<file path="src/rtl/vga_timing_gen.sv">
// VGA raster timing: pixel prescaler, h/v position counters, sync pulses,
// display enable and frame-start strobe for the downstream colour stages.
module vga_timing_gen #(
  parameter int unsigned CLK_DIV         = 4,
  parameter int unsigned H_VISIBLE       = 640,
  parameter int unsigned H_FRONT_PORCH   = 16,
  parameter int unsigned H_SYNC          = 96,
  parameter int unsigned H_BACK_PORCH    = 48,
  parameter int unsigned V_VISIBLE       = 480,
  parameter int unsigned V_FRONT_PORCH   = 10,
  parameter int unsigned V_SYNC          = 2,
  parameter int unsigned V_BACK_PORCH    = 33,
  parameter int unsigned SYNC_ACTIVE_LOW = 1
) (
  input  logic        clk,
  input  logic        rst,
  output logic [10:0] h_cnt,
  output logic [10:0] v_cnt,
  output logic        hsync,
  output logic        vsync,
  output logic        video_on,
  output logic        pix_tick,
  output logic        frame_start,
  output logic [10:0] h_visible,
  output logic [10:0] h_back_porch,
  output logic [10:0] v_visible,
  output logic [10:0] v_back_porch
);

  localparam int unsigned CW      = 11;
  localparam int unsigned DW      = (CLK_DIV > 1) ? $clog2(CLK_DIV) : 1;
  localparam int unsigned H_TOTAL = H_VISIBLE + H_FRONT_PORCH + H_SYNC + H_BACK_PORCH;
  localparam int unsigned V_TOTAL = V_VISIBLE + V_FRONT_PORCH + V_SYNC + V_BACK_PORCH;

  localparam logic [DW-1:0] DIV_LAST     = DW'(CLK_DIV - 1);
  localparam logic [CW-1:0] H_LAST       = CW'(H_TOTAL - 1);
  localparam logic [CW-1:0] V_LAST       = CW'(V_TOTAL - 1);
  localparam logic [CW-1:0] H_SYNC_START = CW'(H_TOTAL - H_SYNC);
  localparam logic [CW-1:0] V_SYNC_START = CW'(V_TOTAL - V_SYNC);
  localparam logic [CW-1:0] H_VIS_START  = CW'(H_BACK_PORCH);
  localparam logic [CW-1:0] H_VIS_END    = CW'(H_BACK_PORCH + H_VISIBLE);
  localparam logic [CW-1:0] V_VIS_START  = CW'(V_BACK_PORCH);
  localparam logic [CW-1:0] V_VIS_END    = CW'(V_BACK_PORCH + V_VISIBLE);
  localparam logic          SYNC_IDLE    = (SYNC_ACTIVE_LOW != 0);
  localparam logic          TICK_RST     = (CLK_DIV == 1);

  logic [DW-1:0] div_q, div_d;
  logic [CW-1:0] h_q, h_d, v_q, v_d;
  logic          hsync_q, hsync_d, vsync_q, vsync_d;
  logic          video_q, video_d, frame_q, frame_d, tick_q, tick_d;
  logic          tick_c;

  // State registers; with CLK_DIV=1 the tick is pinned high even in reset.
  always_ff @(posedge clk or posedge rst) begin
    if (rst) begin
      div_q   <= '0;
      h_q     <= '0;
      v_q     <= '0;
      hsync_q <= SYNC_IDLE;
      vsync_q <= SYNC_IDLE;
      video_q <= 1'b0;
      frame_q <= 1'b0;
      tick_q  <= TICK_RST;
    end else begin
      div_q   <= div_d;
      h_q     <= h_d;
      v_q     <= v_d;
      hsync_q <= hsync_d;
      vsync_q <= vsync_d;
      video_q <= video_d;
      frame_q <= frame_d;
      tick_q  <= tick_d;
    end
  end

  // Next-state counters; decoded outputs use next values so they align with the counters.
  always_comb begin
    tick_c  = (div_q == DIV_LAST);
    div_d   = tick_c ? '0 : div_q + DW'(1);
    h_d     = h_q;
    v_d     = v_q;
    frame_d = 1'b0;
    if (tick_c) begin
      if (h_q == H_LAST) begin
        h_d = '0;
        if (v_q == V_LAST) begin
          v_d     = '0;
          frame_d = 1'b1;
        end else begin
          v_d = v_q + CW'(1);
        end
      end else begin
        h_d = h_q + CW'(1);
      end
    end
    hsync_d = (h_d >= H_SYNC_START) ? ~SYNC_IDLE : SYNC_IDLE;
    vsync_d = (v_d >= V_SYNC_START) ? ~SYNC_IDLE : SYNC_IDLE;
    video_d = (h_d >= H_VIS_START) && (h_d < H_VIS_END) &&
              (v_d >= V_VIS_START) && (v_d < V_VIS_END);
    tick_d  = (div_d == DIV_LAST);
  end

  assign h_cnt        = h_q;
  assign v_cnt        = v_q;
  assign hsync        = hsync_q;
  assign vsync        = vsync_q;
  assign video_on     = video_q;
  assign pix_tick     = tick_q;
  assign frame_start  = frame_q;
  assign h_visible    = CW'(H_VISIBLE);
  assign h_back_porch = CW'(H_BACK_PORCH);
  assign v_visible    = CW'(V_VISIBLE);
  assign v_back_porch = CW'(V_BACK_PORCH);

endmodule

</file>
<file path="config.mk">
export PLATFORM = sky130hd
export DESIGN_NAME = vga_timing_gen
export DESIGN_NICKNAME = d
export VERILOG_FILES = /design/src/rtl/vga_timing_gen.sv
export SDC_FILE = /design/constraint.sdc
export NUM_CORES = 1
export LEC_CHECK = 0
export CORE_UTILIZATION = 40
export CTS_CLUSTER_SIZE = 25
export DETAILED_ROUTE_END_ITERATION = 8
export MAX_ROUTING_LAYER = met4
export PLACE_DENSITY = 0.75
export SLEW_MARGIN = 40
export SYNTH_ARGS = -nofsm -noshare
export SYNTH_HDL_FRONTEND = slang
export SYNTH_SLANG_ARGS = --single-unit
</file>
<file path="constraint.sdc">
create_clock -name clk -period 2.42 [get_ports clk]
set_input_delay 0.605 -clock clk [delete_from_list [all_inputs] [get_ports clk]]
set_output_delay 0.605 -clock clk [all_outputs]
set_load 0.005 [all_outputs]
</file>
==> summary.txt, run 1 <==
Outcome
  • Status: finished, violations left
  • Failing checks: design-rule violations, negative setup slack

Yosys
  • Syn. warnings: 0
  • Most common flop cell mapped by yosys: dfrtp_1
  • Synthesized area: 1890 um^2
  • Gate Count Post-Synth: 203
  • Syn Area/Cell: 9.32 um^2
  • EDFF count, synth: 0
  • Synth unique cells: 44
  • Ys async rst share: 100%
  • Seq/Total Area, Yosys: 38.5%
  • Synth Register Bits: 29

Clock network
  • Hold-fix buffers at CTS: 0
  • CTS Root Buffer Type: clkbuf_8
  • Clock transition at path regs: 0.06 ns
  • Clock sinks: 29
  • H-Tree Depth: 2
  • TritonCTS buffer count: 5
  • Clk Latency, worst-skew pair: 0.28 ns
  • Clock tree buffer depth: 2
  • TritonCTS clock tree: built

Drt
  • First-pass iteration count of the detailed router: 6
  • Post-route ant nets: 0
  • DRC: 13
  • Vias per cell: 4.80
  • Vias post-DR: 1540
  • Drt wl/cell: 12.7 um
  • Initial DRC count: 99
  • Routed WL: 4.09 mm

Cells and area
  • N_diodes: 0
  • # nets final: 275
  • Register area: 729 um^2
  • Layout area overhead: 28.8%
  • Multi-input logic area: 942 um^2
  • Fill cell count: 394
  • Layout cells sized above 1: 25.3%

Critical path
  • Crit end category: register
  • R2R Path Start: v_cnt[0]
  • Startpoint types: register
  • WS Path Type: reg2reg
  • Crit Path Max Fanout: 3
  • Critical Path AT: 2.77 ns
  • Critical path launch point: v_cnt[0]
  • Worst Path Required: 2.63 ns

Global routing
  • Gr ovfl total: 0
  • Vias in the first global route: 1466
  • Largest net degree at the start of global routing: 30
  • GRT Resource Usage Total: 17.8%
  • Initial antenna violation count: 0
  • First-pass GRT wire length: 6.65 mm

Timing
  • Final Hold Fails: 0
  • Final setup vio count: 1
  • Worst setup margin: -0.142 ns
  • Final Cycle Share: 106%
  • Slew Viols, Final: 0
  • Clk_skew: 0.00284 ns
  • Fmax: 390 MHz
  • RSZ-0062 raised after global routing: true
  • Fin crit period: 2.56 ns
  • Setup_tns: -0.142 ns

Pwr
  • Worst vdd ir: 0.000318 V
  • Leakage Power: 1.25 nW
  • PD cells: 365 nW/um^2

Floorplan
  • Core ar.: 4440 um^2
  • Die Footprint: 5010 um^2
  • Chip height: 70.8 um
  • Initial Utilization: 42.6%
  • Die X: 70.8 um
  • Row cnt: 24
  • I/O pin total: 73

Placement
  • GP Congestion: 0.905
  • DP HPWL: 3.14 mm
  • Pre-CTS setup slack: -0.102 ns
  • Port Buffers: 28

Worst hold path
  • Min-delay src: div_q[0]
  • Worst hold-check path type: reg2reg

Job
  • MaxCap Viol Count: 0
==> logic make-up (layout without fill, tap and decap cells) <==
group,after synthesis,after routing,synth area share [%]
compound gates,25,25,9.86
fa+ha+maj,5,5,3.31
other cells,2,44,0.397
flops,29,29,38.5
xor+xnor,10,10,4.63
simple gates,63,63,19.2
buf+inv,66,90,22.6
mux,3,3,1.59
==> area by class of cell <==
type	count	area share (%)
clock buffers	6	2.98
clock inverters	2	0.411
inverters	18	2.77
multi-input cells	150	38.7
flip-flops and latches	29	29.9
well taps	52	2.67
repair buffers	64	22.6
==> critical path, stage by stage (launching register included) <==
cell and delay [ns]:
dfrtp_2 0.40, inv_2 0.06, ha_1 0.15, or4b_4 0.47, or3_4 0.41, a31oi_4 0.17, inv_2 0.06, a211oi_2 0.18
nand3_1 0.12, or3_4 0.35, a21oi_2 0.14
==> layer usage <==
| layer | wire length, um | track usage [%] |
|---|---|---|
| met4 | 68 | 7.78 |
| met1 | 1840 | 21.9 |
| met5 | 0 | - |
| met3 | 174 | 3.85 |
| met2 | 2010 | 28.1 |
==> through the flow <==
| stage | instances | util (%) | instance area (um^2) | power [mW] | hold slack [ns] |
|---|---|---|---|---|---|
| 2_1_floorplan | 245 | - | 2050 | 0.567 | 0.424 |
| 3_3_place_gp | 312 | 51.8 | 2300 | 0.521 | 0.439 |
| 3_5_place_dp | 312 | 51.8 | 2300 | 0.521 | 0.455 |
| 4_1_cts | 320 | 53.8 | 2390 | 0.899 | 0.464 |
| 5_1_grt | 321 | 54.8 | 2440 | 0.929 | 0.480 |
| 6_report | 321 | 54.8 | 2440 | 0.889 | 0.458 |
==> sequential cells by signal, indices dropped and copies added, names as in the netlist <==
| signal | flops |
|---|---|
| v_cnt | 11 |
| hsync | 1 |
| pix_tick | 1 |
| vsync | 1 |
| video_on | 1 |
| div_q | 2 |
| h_cnt | 11 |
| frame_start | 1 |
==> synth_stat cells (all sizes together) (6+ instances only) <==
cell type  instances  area share (%)
and2               6             2.1
buf               46              18
dfrtp             27              36
inv               18             3.6
nand2             10             2.0
nand3              7             1.9
nand4              6             2.0
nor2              11             2.2
nor4               6             2.3
o21ai              6             1.6
==> repair_timing <==
item,4_1_cts,5_1_grt
buffers inserted,0,1
setup endpoints to repair,1,2
gates resized for setup,1,8
==> cells in the final DEF (no fill, tap or decap), types with 3 or more instances in the layout <==
cell type and instances:
a21oi_1 3, nor2_1 11, mux2i_1 3, clkdlybuf4s50_1 28
nand3_1 7, nor4_2 3, ha_1 5, clkbuf_8 5
inv_2 3, o21ai_0 6, dfrtp_1 26, conb_1 44
nand2_1 10, nand4_1 6, inv_1 15, xor2_1 4
nor3_1 3, buf_4 36, xnor2_1 5, nor4_1 3
and2_1 5
==> final timing paths <==
check,to,slack [ns],cells past startpoint
min in group asynchronous,h_cnt[9],0.69,3
worst max register to register,video_on,-0.14,10
worst max-delay path,video_on,-0.14,10
worst min-delay path,div_q[0],0.46,1
max in group asynchronous,vsync,1.43,3
worst min register to register,div_q[0],0.46,1
==> power by group <==
| group | internal, mW | switching [mW] | total [mW] |
|---|---|---|---|
| Combinational | 0.00258 | 0.0253 | 0.0279 |
| Sequential | 0.485 | 0 | 0.485 |
| Clock | 0.198 | 0.177 | 0.375 |
| Total | 0.686 | 0.202 | 0.889 |
Note: power is estimated with default switching activity, not from simulation.
==> run 2: changes to the inputs <==
==> constraint.sdc (replaced) <==
create_clock -name clk -period 2.3 [get_ports clk]
set_input_delay 0.575 -clock clk [delete_from_list [all_inputs] [get_ports clk]]
set_output_delay 0.575 -clock clk [all_outputs]
set_load 0.005 [all_outputs]
==> run 2 against run 1 <==
Net effect: the run still ends with design-rule violations, negative setup slack left; routed wire length increased by 4.1%; global-route usage increased by 1.1 points; register-to-register slack got worse by 0.03 ns; largest cell class unchanged.
==> summary.txt, run 2 (synthesis gave the netlist of run 1 again) <==
Timing
  • RSZ-0062 raised after global routing: true
  • Final setup vio count: 1
  • Fin crit period: 2.47 ns
  • Worst setup margin: -0.171 ns
  • Slew Viols, Final: 0
  • Clk_skew: 0.00497 ns
  • Fmax: 405 MHz
  • Setup_tns: -0.171 ns
  • Final Cycle Share: 107%
  • Final Hold Fails: 0

Critical path
  • Worst r2r path cells: 10
  • Cells along the critical path: inv_2 > ha_1 > or4b_4 > or3_4 > a31oi_4 > inv_2 > a211oi_2 > nand3_1 > or3_1 > a21oi_1
  • Crit end category: register
  • Most frequent CP cell: inv_2
  • Startpoint types: register
  • Critical R2R Capture: video_on
  • Cell at the slowest stage of the critical path: or4b_4
  • Critical Path AT: 2.68 ns
  • Crit Path Max Fanout: 3
  • WS Path Type: reg2reg
  • Worst Path Required: 2.51 ns
  • Worst path max stage delay: 0.46 ns
  • R2R Path Start: v_cnt[0]
  • CP Buf/Inv Count: 2
  • Worst path top cell family by delay: simple AND/OR/NAND/NOR gates
  • Slack of the worst reg-to-reg path: -0.17 ns
  • Critical path launch point: v_cnt[0]

Floorplan
  • I/O pin total: 73
  • Die X: 70.8 um
  • Row cnt: 24
  • Chip height: 70.8 um
  • Initial Utilization: 42.6%
  • Die Footprint: 5010 um^2
  • Core ar.: 4440 um^2

Cells and area
  • Layout area overhead: 31.5%
  • Fin util: 56.0%
  • # nets final: 283
  • Finished Layout Cells: 329
  • Final Cell Area: 2490 um^2
  • Layout cells sized above 1: 27.1%
  • Most frequent cells in the layout: conb_1 (44), buf_4 (44), clkdlybuf4s50_1 (28)
  • N_diodes: 0

Global routing
  • Gr ovfl total: 0
  • First-pass GRT wire length: 6.92 mm
  • Largest net degree at the start of global routing: 30
  • Vias in the first global route: 1497
  • Initial antenna violation count: 0
  • GRT Resource Usage Total: 18.9%

Pwr
  • Leakage Power: 1.29 nW
  • Worst vdd ir: 0.000269 V
  • PD cells: 382 nW/um^2
  • Pwr Total: 0.951 mW

Placement
  • Placed Instance Area: 2360 um^2
  • DP HPWL: 3.34 mm
  • Port Buffers: 28
  • Placed Cells: 319
  • GP Congestion: 0.919

Worst hold path
  • Min-delay src: div_q[1]
  • Hold Path Sink: pix_tick
  • WHS Path Cells: 1
  • Worst hold-check path type: reg2reg

Clock network
  • Clock sinks: 29
  • TritonCTS buffer count: 5
  • H-Tree Depth: 2
  • Clock tree buffer depth: 2
  • Clock transition at path regs: 0.07 ns
  • TritonCTS clock tree: built
  • Clk Latency, worst-skew pair: 0.29 ns
  • CTS Root Buffer Type: clkbuf_8
  • Hold-fix buffers at CTS: 0

Job
  • MaxCap Viol Count: 0

Drt
  • Post-route ant nets: 0
  • Vias post-DR: 1561
  • Drt wl/cell: 12.9 um
  • DRC: 8
  • First-pass iteration count of the detailed router: 8
  • Initial DRC count: 89
  • Vias per cell: 4.74
  • Routed WL: 4.26 mm

Outcome
  • Status: finished, violations left
  • Failing checks: design-rule violations, negative setup slack
[run 2: how the worst max path moves through the flow]
stage	endpoint	slack, ns	cells past startpoint
4_1_cts	video_on	-0.17	10
2_1_floorplan	video_on	-0.07	10
6_report	video_on	-0.17	10
3_5_place_dp	video_on	-0.18	10
3_3_place_gp	video_on	-0.11	10
5_1_grt	video_on	-0.26	10
[run 2: routing by layer]
metal	track usage (%)	wire length, um	up-vias
met4	9.78	101	0
met5	-	0	-
met2	29.6	2050	66
met1	22.1	1860	742
li1	-	-	745
met3	5.41	243	8
[run 2: timing repair]
item	CTS	global route
setup buffers	1	1
pin swaps	2	2
resized for setup	3	5
endpoints found under the setup margin	2	2
[run 2: layout make-up]
type	count	area, um^2
tap	52	65.1
timing repair buffer	72	611
clock buffer	5	68.8
fill	419	1960
inverter	18	67.6
sequential	29	729
multi-input combinational	150	928
clock inverter	3	17.5
[run 2: report_power, final]
| part | total (mW) | switching (mW) | leakage, nW | internal [mW] |
|---|---|---|---|---|
| combinational | 0.0296 | 0.0269 | 0.866 | 0.00272 |
| sequential | 0.510 | 0 | 0.382 | 0.510 |
| clock | 0.411 | 0.203 | 0.0439 | 0.208 |
[run 2: per-stage QoR]
| step | hold WS (ns) | setup slack (ns) |
|---|---|---|
| final | 0.519 | -0.171 |
| after global routing | 0.541 | -0.261 |
| after CTS | 0.519 | -0.170 |
| after detailed placement | 0.505 | -0.182 |
| after global placement | 0.500 | -0.114 |
| after floorplan | 0.424 | -0.0701 |
